## src/rtl/uart_arb_pkg.sv

```systemverilog
// Shared state encoding and default timing constants for the UART transmit arbiter.
// DELAY_FRAMES is one bit time at 27 MHz / 115200 baud and is shared with the UART itself.
package uart_arb_pkg;

  localparam int DELAY_FRAMES      = 234;
  localparam int DEF_GAP_CYCLES    = DELAY_FRAMES;
  localparam int DEF_STALL_TIMEOUT = 27000;
  localparam int DEF_MAX_PKT       = 64;

  typedef enum logic [1:0] {
    ARB_IDLE   = 2'd0,
    ARB_STREAM = 2'd1,
    ARB_GAP    = 2'd2
  } arb_state_e;

  // Width able to hold 0..max_val, never narrower than one bit.
  function automatic int cnt_width(input int max_val);
    return (max_val < 1) ? 1 : $clog2(max_val + 1);
  endfunction

endpackage

```

## src/rtl/uart_rr_picker.sv

```systemverilog
// Rotate-priority encoder: first asserted request scanning upward from rr_ptr_i, wrapping at N_REQ.
// Purely combinational, no backpressure.
module uart_rr_picker #(
  parameter int N_REQ = 3,
  parameter int IDW   = 2
) (
  input  logic [N_REQ-1:0] req_i,
  input  logic [IDW-1:0]   rr_ptr_i,
  output logic             any_req_o,
  output logic [IDW-1:0]   winner_o
);

  int idx;

  // Scan from the farthest offset down so the nearest-to-pointer request is written last.
  always_comb begin
    any_req_o = 1'b0;
    winner_o  = '0;
    idx       = 0;
    for (int k = N_REQ - 1; k >= 0; k--) begin
      idx = (int'(rr_ptr_i) + k) % N_REQ;
      if (req_i[idx]) begin
        any_req_o = 1'b1;
        winner_o  = IDW'(idx);
      end
    end
  end

endmodule

```

## src/rtl/uart_tx_arbiter.sv

```systemverilog
// Round-robin packet arbiter onto one UART byte interface; 1-cycle arbitration, then combinational passthrough
// with tx_ready gating req_ready and a forced idle gap per packet. Stall release via UART_TX_ARB_STALL_TIMEOUT_EN.
module uart_tx_arbiter
  import uart_arb_pkg::*;
#(
  parameter int N_REQ         = 3,
  parameter int GAP_CYCLES    = DEF_GAP_CYCLES,
  parameter int MAX_PKT       = DEF_MAX_PKT,
  parameter int STALL_TIMEOUT = DEF_STALL_TIMEOUT,
  localparam int IDW          = $clog2((N_REQ > 2) ? N_REQ : 2)
) (
  input  logic                 clk,
  input  logic                 rst_n,
  input  logic [N_REQ-1:0]     req_valid_i,
  input  logic [8*N_REQ-1:0]   req_data_i,
  input  logic [N_REQ-1:0]     req_last_i,
  output logic [N_REQ-1:0]     req_ready_o,
  output logic [7:0]           tx_data_o,
  output logic                 tx_valid_o,
  input  logic                 tx_ready_i,
  output logic [IDW-1:0]       grant_id_o,
  output logic                 busy_o,
  output logic                 timeout_flag_o
);

  localparam int CW = $clog2(MAX_PKT + 1);
  localparam int GW = cnt_width(GAP_CYCLES);

  arb_state_e      state_q, state_d;
  logic [IDW-1:0]  grant_q, grant_d;
  logic [IDW-1:0]  rr_q, rr_d;
  logic [CW-1:0]   byte_cnt_q, byte_cnt_d;
  logic [GW-1:0]   gap_cnt_q, gap_cnt_d;

  logic            any_req;
  logic [IDW-1:0]  winner;
  logic            sel_valid, sel_last;
  logic [7:0]      sel_data;
  logic            xfer, release_pkt, stall_rel;
  logic [IDW-1:0]  next_ptr;

  uart_rr_picker #(.N_REQ(N_REQ), .IDW(IDW)) u_picker (
    .req_i     (req_valid_i),
    .rr_ptr_i  (rr_q),
    .any_req_o (any_req),
    .winner_o  (winner)
  );

  always_comb begin
    sel_valid = 1'b0;
    sel_last  = 1'b0;
    sel_data  = '0;
    for (int i = 0; i < N_REQ; i++) begin
      if (grant_q == IDW'(i)) begin
        sel_valid = req_valid_i[i];
        sel_last  = req_last_i[i];
        sel_data  = req_data_i[i*8 +: 8];
      end
    end
  end

  always_comb begin
    req_ready_o = '0;
    for (int i = 0; i < N_REQ; i++) begin
      if (state_q == ARB_STREAM && grant_q == IDW'(i)) req_ready_o[i] = tx_ready_i;
    end
  end

  assign next_ptr   = (grant_q == IDW'(N_REQ - 1)) ? '0 : grant_q + IDW'(1);
  assign grant_id_o = grant_q;

`ifdef UART_TX_ARB_STALL_TIMEOUT_EN
  localparam int SW = cnt_width(STALL_TIMEOUT);
  logic [SW-1:0] stall_cnt_q, stall_cnt_d;

  assign stall_rel = (state_q == ARB_STREAM) && !sel_valid && (stall_cnt_q == SW'(STALL_TIMEOUT - 1));

  always_comb begin
    stall_cnt_d = stall_cnt_q;
    if (state_q != ARB_STREAM || state_d != state_q || xfer) stall_cnt_d = '0;
    else if (!sel_valid) stall_cnt_d = stall_cnt_q + SW'(1);
  end

  always_ff @(posedge clk or negedge rst_n) begin
    if (!rst_n) stall_cnt_q <= '0;
    else        stall_cnt_q <= stall_cnt_d;
  end

  assign timeout_flag_o = stall_rel;
`else
  assign stall_rel      = 1'b0;
  assign timeout_flag_o = 1'b0;
`endif

  always_comb begin
    state_d     = state_q;
    grant_d     = grant_q;
    rr_d        = rr_q;
    byte_cnt_d  = byte_cnt_q;
    gap_cnt_d   = gap_cnt_q;
    tx_valid_o  = 1'b0;
    tx_data_o   = '0;
    busy_o      = 1'b0;
    xfer        = 1'b0;
    release_pkt = 1'b0;
    unique case (state_q)
      ARB_IDLE: begin
        if (any_req) begin
          grant_d = winner;
          state_d = ARB_STREAM;
        end
      end
      ARB_STREAM: begin
        busy_o     = 1'b1;
        tx_valid_o = sel_valid;
        tx_data_o  = sel_data;
        xfer       = sel_valid && tx_ready_i;
        if (xfer) begin
          if (sel_last || byte_cnt_q == CW'(MAX_PKT - 1)) release_pkt = 1'b1;
          else byte_cnt_d = byte_cnt_q + CW'(1);
        end
        if (stall_rel) release_pkt = 1'b1;
        if (release_pkt) begin
          rr_d       = next_ptr;
          byte_cnt_d = '0;
          gap_cnt_d  = '0;
          state_d    = (GAP_CYCLES > 0) ? ARB_GAP : ARB_IDLE;
        end
      end
      ARB_GAP: begin
        busy_o = 1'b1;
        if (gap_cnt_q == GW'(GAP_CYCLES - 1)) begin
          gap_cnt_d = '0;
          state_d   = ARB_IDLE;
        end else begin
          gap_cnt_d = gap_cnt_q + GW'(1);
        end
      end
      default: state_d = ARB_IDLE;
    endcase
  end

  always_ff @(posedge clk or negedge rst_n) begin
    if (!rst_n) begin
      state_q    <= ARB_IDLE;
      grant_q    <= '0;
      rr_q       <= '0;
      byte_cnt_q <= '0;
      gap_cnt_q  <= '0;
    end else begin
      state_q    <= state_d;
      grant_q    <= grant_d;
      rr_q       <= rr_d;
      byte_cnt_q <= byte_cnt_d;
      gap_cnt_q  <= gap_cnt_d;
    end
  end

endmodule

```

## config.mk

```make
export PLATFORM = sky130hd
export DESIGN_NAME = uart_tx_arbiter
export DESIGN_NICKNAME = d
export VERILOG_FILES = /design/src/rtl/uart_arb_pkg.sv /design/src/rtl/uart_rr_picker.sv /design/src/rtl/uart_tx_arbiter.sv
export SDC_FILE = /design/constraint.sdc
export NUM_CORES = 1
export LEC_CHECK = 0
export BUFFER_PORTS_ARGS = -buffer_cell sky130_fd_sc_hd__clkbuf_2
export CORE_ASPECT_RATIO = 1.75
export CORE_MARGIN = 1
export CORE_UTILIZATION = 40
export DETAILED_ROUTE_END_ITERATION = 10
export GPL_TIMING_DRIVEN = 0
export SYNTH_ARGS = -nofsm -noshare
export SYNTH_HDL_FRONTEND = slang
export SYNTH_HIERARCHICAL = 1
export SYNTH_SLANG_ARGS = --single-unit
export TNS_END_PERCENT = 30
```

## constraint.sdc

```tcl
create_clock -name clk -period 4.3 [get_ports clk]
set_input_delay 0.43 -clock clk [delete_from_list [all_inputs] [get_ports clk]]
set_output_delay 0.43 -clock clk [all_outputs]
set_load 0.02 [all_outputs]
```

# --- Yosys cells after proc, flatten, opt, wreduce, memory -nomap -nowiden ---
# Index checks and enable logic that the tools add are counted.
word_totals:
  regBits: 21
  latchBits: 0
  mem_bits_rw: 0
  romBits: 0
  out_inout_bits: 16
  wordCells: 85
  memories: 0
op_classes:
  addsub: 5
  multipliers: 0
  div: 3
  magnitude_cmp: 3
  n_eq_ne: 10
  n_shift: 0
  mux: 44
  n_bitwise: 0
  reduce_logical: 15
op_table:
  columns: ["cell", "n"]
  rows:
  - ["$lt A32 B4 Y1 const B", 3]
  - ["$mod A32 B3 Y32 const B", 2]
  - ["$mux W8", 6]
  - ["$mod A3 B3 Y32 const B", 1]
  - ["$mux W1", 23]
  - ["$mux W7", 3]
  - ["$pmux W8 S2", 1]
  - ["$mux W2", 7]
  - ["$add A8 B1 Y8 const B", 1]
  - ["$eq A8 B8 Y1 const B", 1]
  - ["$add A7 B1 Y7 const B", 1]
  - ["$eq A7 B6 Y1 const B", 1]
  - ["$bmux W1 S2", 3]
  - ["$pmux W2 S3", 1]
  - ["$reduce_and A2 Y1", 3]
  - ["$reduce_and A3 Y1", 2]
  - ["$eq A2 B1 Y1 const B", 2]
  - ["$eq A2 B2 Y1 const B", 2]
  - ["$logic_and A1 B1 Y1", 4]
  - ["$logic_not A2 Y1", 2]
  - ["$ne A2 B1 Y1 const B", 2]
  - ["$ne A2 B2 Y1 const B", 2]
  - ["$reduce_bool A2 Y1", 2]
  - ["$add A2 B1 Y3 const B", 1]
  - ["4 further kinds", 4]

# --- Depth between registers and ports, before layout ---
# Gate-level depths: netlist of run 1.
depth:
  word_depth: 10
  depth_mapped: 9
  depth_no_buf: 8

# --- Cells and area by module ---
# The synthesis of run 1 kept the hierarchy.
by_module_without_submodules:
  columns: ["mod", "n_inst", "cells_per_inst", "area_per_inst_um2", "seq_area_each_um2"]
  rows:
  - ["uart_tx_arbiter", 1, 170, 1601.5, 525.5]
  - ["uart_rr_picker", 1, 27, 191.4, 0.0]

# --- Least setup slack after synthesis of run 1 ---
# OpenSTA, ideal clock, no wires.
synth_path:
  path_kind: "reg-to-reg"
  start: "register rr_q[1]"
  end: "register state_q[0]"
  t_arrival_ps: 1933
  required_ps: 4175
  setup_slack_ps: 2243
  path_stages_with_launch: 10
  n_path_buf: 1
  synth_period_minus_slack_ps: 2057
  path_cell_list: "dfrtp_1 -> inv_1 -> ha_1 -> buf_6 -> mux2i_1 -> o221ai_1 -> o32a_1 -> o21ai_0 -> a21oi_1 -> mux2_2"
synth_between:
  elab_chain_cells: 10
  word_cells_on_any_way: 19
  cone_classes: "add/sub (2); div (3); eq/ne (1); mux (12); reduce/logical (1)"
synth_rtl:
  columns: ["item", "line", "text"]
  rows:
  - ["start, declared", "uart_tx_arbiter.sv:31", "logic [IDW-1:0] rr_q, rr_d;"]
  - ["start signal, assigned", "uart_tx_arbiter.sv:153", "rr_q <= rr_d;"]
  - ["$add A2 B2 Y3", "uart_rr_picker.sv:21", "idx = (int'(rr_ptr_i) + k) % N_REQ;"]
  - ["$mod A32 B3 Y32", "uart_rr_picker.sv:21", null]
  - ["$bmux W1 S2", "uart_rr_picker.sv:22", "if (req_i[idx]) begin"]
  - ["$mux W1 (implied by the code) (2 in series)", "uart_rr_picker.sv:22", null]
  - ["$mux W1 (2 in series)", "uart_rr_picker.sv:22", null]
  - ["$mux W1 *", "uart_rr_picker.sv:22", null]
  - ["named net any_req", "uart_tx_arbiter.sv:35", "logic any_req;"]
  - ["$ne A2 B2 Y1 (no line) *", null, null]
  - ["$reduce_and A3 Y1 (no line) *", null, null]
  - ["end signal, assigned", "uart_tx_arbiter.sv:151", "state_q <= state_d;"]
  - ["end, declared", "uart_tx_arbiter.sv:29", "arb_state_e state_q, state_d;"]
# Mark *: on every way through the listed nets, which the timed path passes. The rest lies on a longest branch. The select of a mux whose other input is x is not followed.
# A chain may end at the register's enable or synchronous reset.

# --- Worst setup path after layout of run 1 ---
layout_path:
  start: "register state_q[1]"
  end: "output port tx_data_o[0]"
layout_between:
  elab_chain_cells: 2
layout_rtl:
  columns: ["item", "line", "text"]
  rows:
  - ["$eq A2 B1 Y1", "uart_tx_arbiter.sv:106", "unique case (state_q)"]
  - ["$mux W8", "uart_tx_arbiter.sv:106", null]
  - ["end, declared", "uart_tx_arbiter.sv:18", "output logic [7:0] tx_data_o,"]
# Every way passes these cells.

==> results.json, run 1 <==
{
  "netlist_area_um2": 1790,
  "max-slew-margin-rel": 0.639,
  "final_util": 0.505,
  "ys_ff_latch": 21,
  "skew_ns": 0.00270,
  "die_y_um": 90.6,
  "first_global_vias": 1536,
  "worst_slack_ns": 1.89,
  "cp-end-kind": "output pin",
  "cts_max_level": 1,
  "leakagePower_nw": 0.960,
  "required_ns": 3.87,
  "nets": 292,
  "final_cells": 297,
  "hpwl_um": 3340,
  "die_w_um": 52.6,
  "drt-total-wl_um": 4170,
  "startpoint_type": "flop",
  "cp_slowest_cell": "dfrtp_1",
  "crit_type": "flop to output pin",
  "coreArea_um2": 4230,
  "numPortBuffers": 47,
  "syn-mean-instance-area_um2": 9.10,
  "syn2layout_area_growth_pct": 19.1,
  "critPathMaxStageDelay_ns": 0.40,
  "dpl-instance-area_um2": 2090,
  "gp_congestion": 0.756,
  "drt-wirelength-per-cell_um": 14.0,
  "path_common_cell": "clkbuf_1",
  "max_freq_ghz": 0.416,
  "drtPass1Iterations": 4,
  "min_period_ns": 2.41,
  "cp_max_fo": 10,
  "status": "finished clean",
  "wl_met1_um": 1600,
  "grt_start_max_net_pins": 22,
  "rsz0062_at_grt": "false",
  "synth_ff_type": "dfrtp_1",
  "grt_pass1_wl_um": 6970,
  "ys_seq_area_frac": 0.293,
  "grt_antenna_before_repair": 0,
  "arrival_ns": 1.98,
  "drtIter0Drc": 7,
  "vias_per_cell": 5.47,
  "tightest_slew_ns": 0.542,
  "antenna_left": 0,
  "cts_buffer_depth": 2,
  "grt-ovfl-total": 0,
  "dieArea_um2": 4760,
  "netlist_top_cells_area": "dfrtp_1 29%, ha_1 7.0%, o21ai_0 7.0%",
  "clock_latency_ns": 0.26,
  "critPathTopFamily": "buffers and inverters",
  "report.final.slew_viol_count": 0,
  "wl_met2_um": 2390,
  "critPathBufInv": 4,
  "setup_viol": 0,
  "yosysTopAreaCellShare": 0.293,
  "drc": 0,
  "synthCells": 197,
  "stdcell_area_um2": 2130,
  "wl_met3_um": 101,
  "cts_tree": "done",
  "seq_area_um2": 526,
  "finalCritPeriodShare": 0.559,
  "place_ws_ns": 2.01,
  "post-cts-setup-buffer-count": 0,
  "hold_buffers": 0,
  "top_layer": "met4",
  "ir_worst_vdd_mv": 0.117,
  "layout-drive-gt1-share": 0.274,
  "n_antenna_cell": 0,
  "cts_resized": 0,
  "initial_core_util": 0.424,
  "clk_pin_slew_ns": 0.08,
  "nFillCells": 444,
  "ys_warn_count": 6,
  "hold_path_class": "input port to async pin",
  "synth.distinct_cells": 46,
  "dr_total_vias": 1626,
  "drv_cap": 0,
  "synthArstFlopShare": 1.00,
  "io_pins": 49,
  "syn-num-nets": 240,
  "dp_cells": 293,
  "power_density_nw_per_um2": 173,
  "clock-sinks": 21,
  "multi_input_area_um2": 1180,
  "root_buffer": "clkbuf_8",
  "finalHoldViolCount": 0,
  "worstPathCellList": "inv_1 > ha_1 > clkbuf_1 > clkbuf_1 > and2_1 > clkbuf_2",
  "rows": 31,
  "synth_edf_count": 0,
  "cts_inserted_buffers": 3,
  "final.setup.tns_ns": 0,
  "yosys.area.top_type": "dfrtp_1",
  "globalRouteTotalUtil": 0.192
}
worst register-to-register path, cell delays in order, from the launching register on:
cell and delay (ns):
dfrtp_1 0.42, inv_1 0.07, ha_1 0.15, buf_6 0.13
mux2i_1 0.18, o221ai_1 0.15, o32a_1 0.41, o21ai_0 0.30
a21oi_1 0.09, mux2_2 0.29
cell families (layout without fill, tap and decap cells):
group / after synthesis / after routing / synth area share
multiplexers: 15 / 15 / 0.0865
adder cells (fa/ha/maj): 10 / 10 / 0.0698
AO/OA/AOI/OAI: 60 / 60 / 0.273
other: 1 / 1 / 0.00209
buffers and inverters: 17 / 68 / 0.0502
flip-flops: 21 / 21 / 0.293
AND/OR/NAND/NOR: 73 / 73 / 0.225
synthesized netlist by cell type, types with 4 or more instances:
library cell / number
nor2b_1: 7
o31ai_1: 4
and2_1: 10
o21ai_0: 25
clkbuf_1: 4
ha_1: 10
mux2i_1: 11
mux2_2: 4
nand2_1: 24
dfrtp_1: 21
inv_1: 8
a22o_1: 6
nand3_1: 7
nor2_1: 8
metrics by stage:
step           power [W]  hold slack [ns]
6_report        0.000370            0.130
5_1_grt         0.000386            0.180
4_1_cts         0.000373            0.157
3_5_place_dp    0.000240            0.436
3_3_place_gp    0.000239            0.449
2_1_floorplan   0.000216            0.134
registers in the layout, indices dropped and copies added (netlist names):
signal	count
state_q	2
gap_cnt_q	8
byte_cnt_q	7
grant_id_o	2
rr_q	2
cell type report:
cell class / instances / share of cell area
Clock buffer: 4 / 0.0211
Sequential cell: 21 / 0.246
Tap cell: 49 / 0.0287
Timing Repair Buffer: 47 / 0.110
Inverter: 8 / 0.0141
Multi-Input combinational cell: 159 / 0.552
Buffer: 9 / 0.0281
routing by layer:
metal / vias up / GRT usage
met2: 38 / 0.364
met5: - / 0
met4: 0 / 0.0768
li1: 821 / -
met3: 7 / 0.0168
met1: 760 / 0.200
cell usage in the layout, fill, tap and decap left out, types with 4 or more instances in the layout:
cell	n
mux2i_1	11
o21ai_0	25
nand2_1	24
mux2_2	4
nor2_1	8
inv_1	8
a22o_1	6
clkbuf_1	5
and2_1	10
nor2b_1	7
ha_1	10
dfrtp_1	21
clkbuf_2	47
o31ai_1	4
nand3_1	7
where the power goes:
group	switching [W]	internal [W]	leakage (nW)	total [W]
clock	0.0000686	0.0000662	0.0228	0.000135
combinational	0.0000198	0.0000179	0.664	0.0000378
sequential	0	0.000197	0.273	0.000197
total	0.0000884	0.000281	0.960	0.000370
final timing paths:
path,from,end,slack (ns),cells after the start
setup reg to reg,rr_q[1],state_q[0],2.01,9
min in group clk,byte_cnt_q[4],byte_cnt_q[4],0.51,1
max in group asynchronous,rst_n,gap_cnt_q[5],3.81,1
setup / recovery,state_q[1],tx_data_o[0],1.89,6
hold reg to reg,byte_cnt_q[4],byte_cnt_q[4],0.51,1
hold / removal,rst_n,byte_cnt_q[2],0.13,1
No activity file was read; power rests on OpenSTA's default activity.
==> run 2: changes to the inputs <==
--- a/config.mk
+++ b/config.mk
@@ -5,6 +5,7 @@
 export SDC_FILE = /design/constraint.sdc
 export NUM_CORES = 1
 export LEC_CHECK = 0
+export ABC_AREA = 1
 export BUFFER_PORTS_ARGS = -buffer_cell sky130_fd_sc_hd__clkbuf_2
 export CORE_ASPECT_RATIO = 1.75
 export CORE_MARGIN = 1
==> constraint.sdc (replaced) <==
create_clock -name clk -period 2.5 [get_ports clk]
set_input_delay 0.25 -clock clk [delete_from_list [all_inputs] [get_ports clk]]
set_output_delay 0.25 -clock clk [all_outputs]
set_load 0.02 [all_outputs]
==> results.json, run 2 <==
{
  "numPortBuffers": 47,
  "grt_pass1_wl_um": 7000,
  "switching_share": 0.526,
  "final.setup.tns_ns": 0,
  "finalHoldViolCount": 0,
  "dpl-instance-area_um2": 2160,
  "synth_edf_count": 0,
  "r2r_slack_ns": 0.63,
  "largest_reg_flops": 8,
  "crit_type": "flop to output pin",
  "drt-total-wl_um": 4240,
  "synth-compound-area-share": 0.0833,
  "first_global_vias": 1729,
  "synth.most_common_cell": "nand2_1",
  "busiest_layer": "met2",
  "final_common_cell": "nand2_1",
  "status": "finished clean",
  "p_int_w": 0.00106,
  "cts_tree": "done",
  "rsz0062_at_grt": "false",
  "initial_core_util": 0.419,
  "synth_ff_type": "dfrtp_1",
  "tightest_slew_ns": 0.546,
  "reg2reg_to": "state_q[1]",
  "antenna_left": 0,
  "synth_fa_ha_area_frac": 0.0672,
  "ys_warn_count": 6,
  "p_comb_frac": 0.647,
  "coreArea_um2": 4440,
  "n_antenna_cell": 0,
  "ys_ff_latch": 21,
  "drtIter0Drc": 23,
  "synth_top_family_by_area": "simple AND/OR/NAND/NOR gates",
  "cts_max_level": 1,
  "setup_viol": 0,
  "hold_path_class": "input port to flop",
  "skew_ns": 0.00372,
  "startpoint_type": "flop",
  "path_common_cell": "inv_1",
  "report.final.slew_viol_count": 0,
  "syn2layout_area_growth_pct": 19.2,
  "clock_latency_ns": 0.26,
  "reg_top3": "gap_cnt_q (8), byte_cnt_q (7)",
  "yosysTopAreaCellShare": 0.282,
  "die_w_um": 53.6,
  "drc": 0,
  "use_met2": 0.356,
  "io_pins": 49,
  "synth_common_cells": "80 x nand2_1, 40 x nand3_1, 39 x inv_1",
  "reg2reg_from": "rr_q[0]",
  "cp-end-kind": "output pin",
  "finalCritPeriodShare": 0.786,
  "dr_total_vias": 1829,
  "required_ns": 2.25,
  "netlist_area_um2": 1860,
  "max-slew-margin-rel": 0.636,
  "synthArstFlopShare": 1.00,
  "nets": 371,
  "drt-wirelength-per-cell_um": 11.2,
  "layout-drive-gt1-share": 0.260,
  "yosys.area.top_type": "dfrtp_1",
  "seq_power_share": 0.250,
  "synth.distinct_cells": 31,
  "netlist_top_cells_area": "dfrtp_1 28%, nand2_1 16%, nand3_1 11%",
  "worstSetupEndpoint": "tx_data_o[5]",
  "drtPass1Iterations": 4,
  "max_freq_ghz": 0.509,
  "r2r_cells": 11,
  "root_buffer": "clkbuf_8",
  "final_util": 0.500,
  "die_y_um": 92.3,
  "leakagePower_nw": 1.22,
  "use_met1": 0.200,
  "grt_antenna_before_repair": 0,
  "worstPathCellList": "inv_1 > ha_1 > buf_1 > nand2_1 > inv_1 > clkbuf_2",
  "critPathMaxStageDelay_ns": 0.41,
  "gp_congestion": 0.822,
  "p_sw_w": 0.00117,
  "min_period_ns": 1.97,
  "critical_path.startpoint": "state_q[1]",
  "synth.area.mux_share": 0,
  "cp_slowest_cell": "dfrtp_1",
  "cts_buffer_depth": 2,
  "syn-mean-instance-area_um2": 6.77,
  "cts_resized": 0,
  "cts_inserted_buffers": 3,
  "vias_per_cell": 4.84,
  "largest_register": "gap_cnt_q",
  "rows": 32,
  "ir_worst_vdd_mv": 0.629,
  "cp_max_fo": 10,
  "dieArea_um2": 4950,
  "globalRouteTotalUtil": 0.188,
  "power_density_nw_per_um2": 1000,
  "final_cell_mix": "80 x nand2_1, 47 x clkbuf_2, 40 x nand3_1, 39 x inv_1, 22 x nor2_1",
  "synthCells": 275,
  "clk_pin_slew_ns": 0.08,
  "arrival_ns": 1.72,
  "hpwl_um": 3390,
  "syn-num-nets": 318,
  "synthSimpleGateAreaFrac": 0.434,
  "drv_cap": 0,
  "grt-ovfl-total": 0,
  "met3_usage": 0.0133,
  "pwr-share-clk": 0.103,
  "ys_seq_area_frac": 0.282,
  "grt_start_max_net_pins": 22,
  "stdcell_area_um2": 2220,
  "synth_xor_area_frac": 0.0188,
  "clock-sinks": 21
}
==> run 2: power groups by stage <==
stage | registers, W | logic (W) | clock network, W
after floorplan | 0.000558 | 0.00111 | 0
final | 0.000557 | 0.00144 | 0.000230
after global routing | 0.000574 | 0.00164 | 0.000254
after global placement | 0.000564 | 0.00145 | 0
after CTS | 0.000558 | 0.00146 | 0.000240
after detailed placement | 0.000565 | 0.00146 | 0
==> run 2: kinds of logic after synthesis <==
| kind of cell | count (synthesis) |
|---|---|
| AOI/OAI and AO/OA | 24 |
| xor gates and xnor gates | 4 |
| adders and majority gates | 10 |
| buffers and inverters | 48 |
| DFF | 21 |
| other | 1 |
| and+or+nand+nor | 167 |
==> run 2: worst min path at each step <==
stage                   start       endpoint  depth (start not counted)
2_1_floorplan           rst_n  byte_cnt_q[0]                          0
6_report        req_last_i[2]  byte_cnt_q[6]                          6
4_1_cts        req_valid_i[1]  grant_id_o[0]                          5
5_1_grt        req_valid_i[1]  grant_id_o[0]                          5
3_3_place_gp            rst_n  byte_cnt_q[5]                          1
3_5_place_dp            rst_n  byte_cnt_q[5]                          1
==> run 2: area by class of cell <==
cell class,instances,area (um2)
fill,481,2220
timing repair buffer,48,245
buffer,6,52.6
clock inverter,1,7.51
sequential,21,526
inverter,42,158
clock buffer,3,41.3
multi-input combinational,206,1130
tap,51,63.8
==> run 2: critical path: cells and delay by family, from the launching register on <==
kind                       cells  cell delay [ns]
buffers and inverters          4             0.74
adders and majority gates      1             0.19
DFF                            1             0.41
and+or+nand+nor                1             0.12
==> run 2: stage by stage <==
stage | hold slack, ns | power, W | setup WS [ns] | std cells
after floorplan | -0.0456 | 0.00166 | 0.908 | 275
after global placement | 0.269 | 0.00201 | 0.637 | 373
after detailed placement | 0.264 | 0.00202 | 0.641 | 373
after CTS | 0.428 | 0.00226 | 0.533 | 378
after global routing | 0.453 | 0.00247 | 0.356 | 378
final | 0.438 | 0.00223 | 0.535 | 378
==> run 2: timing repair <==
action                    4_1_cts  5_1_grt
setup buffers                   0        0
hold endpoints to repair       21        0
hold buffers                    1        0
==> run 2: per-layer routing <==
layer  share of wire  wire (um)  vias to the layer above
li1                -          -                      969
met1            0.41       1750                      799
met2            0.52       2220                       54
met3           0.046        194                        7
met4           0.017         73                        0
met5               0          0                        -
==> run 3: changes to the inputs <==
--- a/config.mk
+++ b/config.mk
@@ -5,7 +5,7 @@
 export SDC_FILE = /design/constraint.sdc
 export NUM_CORES = 1
 export LEC_CHECK = 0
-export ABC_AREA = 1
+export ABC_AREA = 0
 export BUFFER_PORTS_ARGS = -buffer_cell sky130_fd_sc_hd__clkbuf_2
 export CORE_ASPECT_RATIO = 1.75
 export CORE_MARGIN = 1
==> constraint.sdc (replaced) <==
create_clock -name clk -period 2 [get_ports clk]
set_input_delay 0.2 -clock clk [delete_from_list [all_inputs] [get_ports clk]]
set_output_delay 0.2 -clock clk [all_outputs]
set_load 0.02 [all_outputs]
==> results.json, run 3 (same netlist as run 1, synthesis figures left out) <==
{
  "status": "finished with violations",
  "violations": "setup timing",
  "setup_viol": 1,
  "p_int_w": 0.000605,
  "reg2reg_from": "gap_cnt_q[1]",
  "finalCritPeriodShare": 1.01,
  "critPathMaxStageDelay_ns": 0.53,
  "startpoint_type": "flop",
  "coreArea_um2": 4230,
  "drv_cap": 0,
  "clk_pin_slew_ns": 0.09,
  "grt_pass1_wl_um": 6890,
  "required_ns": 2.15,
  "root_buffer": "clkbuf_8",
  "final.setup.tns_ns": -0.0141,
  "largest_reg_flops": 8,
  "final_common_cell": "clkbuf_2",
  "vias_per_cell": 5.40,
  "clock_latency_ns": 0.26,
  "rows": 31,
  "drtIter0Drc": 31,
  "drc": 0,
  "hold_path_class": "input port to flop",
  "leakagePower_nw": 1.04,
  "dr_total_vias": 1669,
  "power_density_nw_per_um2": 347,
  "cts_tree": "done",
  "drt-total-wl_um": 4230,
  "drt-wirelength-per-cell_um": 13.7,
  "switching_share": 0.244,
  "hold-path-endpoint": "byte_cnt_q[1]",
  "cts_inserted_buffers": 3,
  "r2r_slack_ns": -0.01,
  "globalRouteTotalUtil": 0.184,
  "die_w_um": 52.6,
  "reg2reg_to": "state_q[0]",
  "dieArea_um2": 4760,
  "final_cell_mix": "49 x clkbuf_2, 22 x nand2_1, 22 x o21ai_0, 21 x dfrtp_1, 15 x buf_4",
  "skew_ns": 0.00785,
  "max-slew-margin-rel": 0.630,
  "reg_top3": "gap_cnt_q (8), byte_cnt_q (7)",
  "cts_max_level": 1,
  "io_pins": 49,
  "clock-sinks": 21,
  "cp-end-kind": "flop",
  "ir_worst_vdd_mv": 0.204,
  "p_sw_w": 0.000196,
  "numPortBuffers": 47,
  "grt_start_max_net_pins": 22,
  "final_util": 0.545,
  "critPathBufInv": 1,
  "grt-ovfl-total": 0,
  "hpwl_um": 3160,
  "arrival_ns": 2.16,
  "worstPathCellList": "inv_1 > ha_1 > nand4_1 > o41ai_4 > o21ai_2 > a21oi_2 > mux2_4",
  "seq_power_share": 0.530,
  "p_comb_frac": 0.107,
  "place_ws_ns": -0.225,
  "nFillCells": 427,
  "min_period_ns": 2.01,
  "first_global_vias": 1588,
  "tightest_slew_ns": 0.556,
  "rsz0062_at_grt": "true",
  "max_freq_ghz": 0.496,
  "syn2layout_area_growth_pct": 28.6,
  "whs_path_depth": 4,
  "min_from": "req_last_i[2]",
  "die_y_um": 90.6,
  "cp_max_fo": 4,
  "gp_congestion": 0.775,
  "worst_slack_ns": -0.0141,
  "report.final.slew_viol_count": 0,
  "n_antenna_cell": 0,
  "largest_register": "gap_cnt_q",
  "crit_type": "flop to flop",
  "finalHoldViolCount": 0,
  "initial_core_util": 0.424,
  "layout-drive-gt1-share": 0.373,
  "nets": 304,
  "antenna_left": 0,
  "critPathTopFamily": "compound AO/OA/AOI/OAI gates",
  "drtPass1Iterations": 4,
  "pwr-share-clk": 0.363,
  "cts_buffer_depth": 2,
  "grt_antenna_before_repair": 0,
  "r2r_cells": 7,
  "cp_slowest_cell": "o41ai_4"
}
==> run 3: cell types whose count changed in the layout (fill, tap and decap cells not counted), sizes merged, moves of 4 or more <==
| cell | delta |
|---|---|
| mux2 | +4 |
| a22o | +6 |
| o31ai | +4 |
| and2 | +10 |
| xor2 | -4 |
| mux2i | +11 |
| nor2 | -18 |
| nand2 | -67 |
| buf | +11 |
| inv | -34 |
| nand3 | -35 |
| o21ai | +11 |
| nor2b | +7 |
==> run 3: final cells by class <==
class / count / area (um2) / area share
multi-input combinational: 159 / 1240 / 0.540
sequential: 21 / 526 / 0.228
timing repair buffer: 61 / 347 / 0.150
tap: 49 / 61.3 / 0.0266
buffer: 7 / 51.3 / 0.0222
clock buffer: 3 / 41.3 / 0.0179
inverter: 8 / 30.0 / 0.0130
clock inverter: 1 / 5.00 / 0.00217
==> run 3: layer usage <==
metal  GRT usage  part of all wire
met1       0.218              0.41
met3      0.0135             0.031
met5           0                 0
met4      0.0461             0.011
met2       0.336              0.54
==> run 3: per-stage QoR <==
step / instances / area [um2] / hold WS [ns] / total power, W
5_1_grt: 309 / 2310 / 0.373 / 0.000829
2_1_floorplan: 197 / 1790 / -0.0956 / 0.000464
6_report: 309 / 2310 / 0.335 / 0.000801
3_3_place_gp: 293 / 2090 / 0.220 / 0.000515
3_5_place_dp: 293 / 2090 / 0.222 / 0.000515
4_1_cts: 301 / 2180 / 0.338 / 0.000808
==> run 3: power by group through the flow <==
stage          Clock (W)  Combinational, W  Sequential, W
2_1_floorplan          0         0.0000310       0.000433
3_3_place_gp           0         0.0000819       0.000433
3_5_place_dp           0         0.0000824       0.000433
4_1_cts         0.000298         0.0000862       0.000424
5_1_grt         0.000308         0.0000966       0.000424
6_report        0.000291         0.0000855       0.000424
==> run 3: tightest hold or removal path: cells and delay by family <==
| family | cells | cell delay, ns |
|---|---|---|
| AND/OR/NAND/NOR | 1 | 0.08 |
| AO/OA/AOI/OAI | 2 | 0.16 |
| buffers and inverters | 1 | 0.12 |
==> run 3: repair_timing <==
action,in CTS,in global routing
buffers inserted,4,9
hold endpoints to repair,21,0
pin swaps,3,10
hold buffers,1,0
endpoints found under the setup margin,21,21
resized for setup,4,23
==> run 3: worst max path at each step <==
stage / slack (ns) / end / from / cells past startpoint
final: -0.01 / state_q[0] / gap_cnt_q[1] / 7
after global placement: -0.20 / state_q[0] / rr_q[1] / 9
after global routing: -0.07 / state_q[0] / rr_q[1] / 9
after CTS: -0.11 / state_q[0] / rr_q[1] / 10
after detailed placement: -0.23 / state_q[0] / rr_q[1] / 9
after floorplan: 0.004 / state_q[0] / rr_q[1] / 9
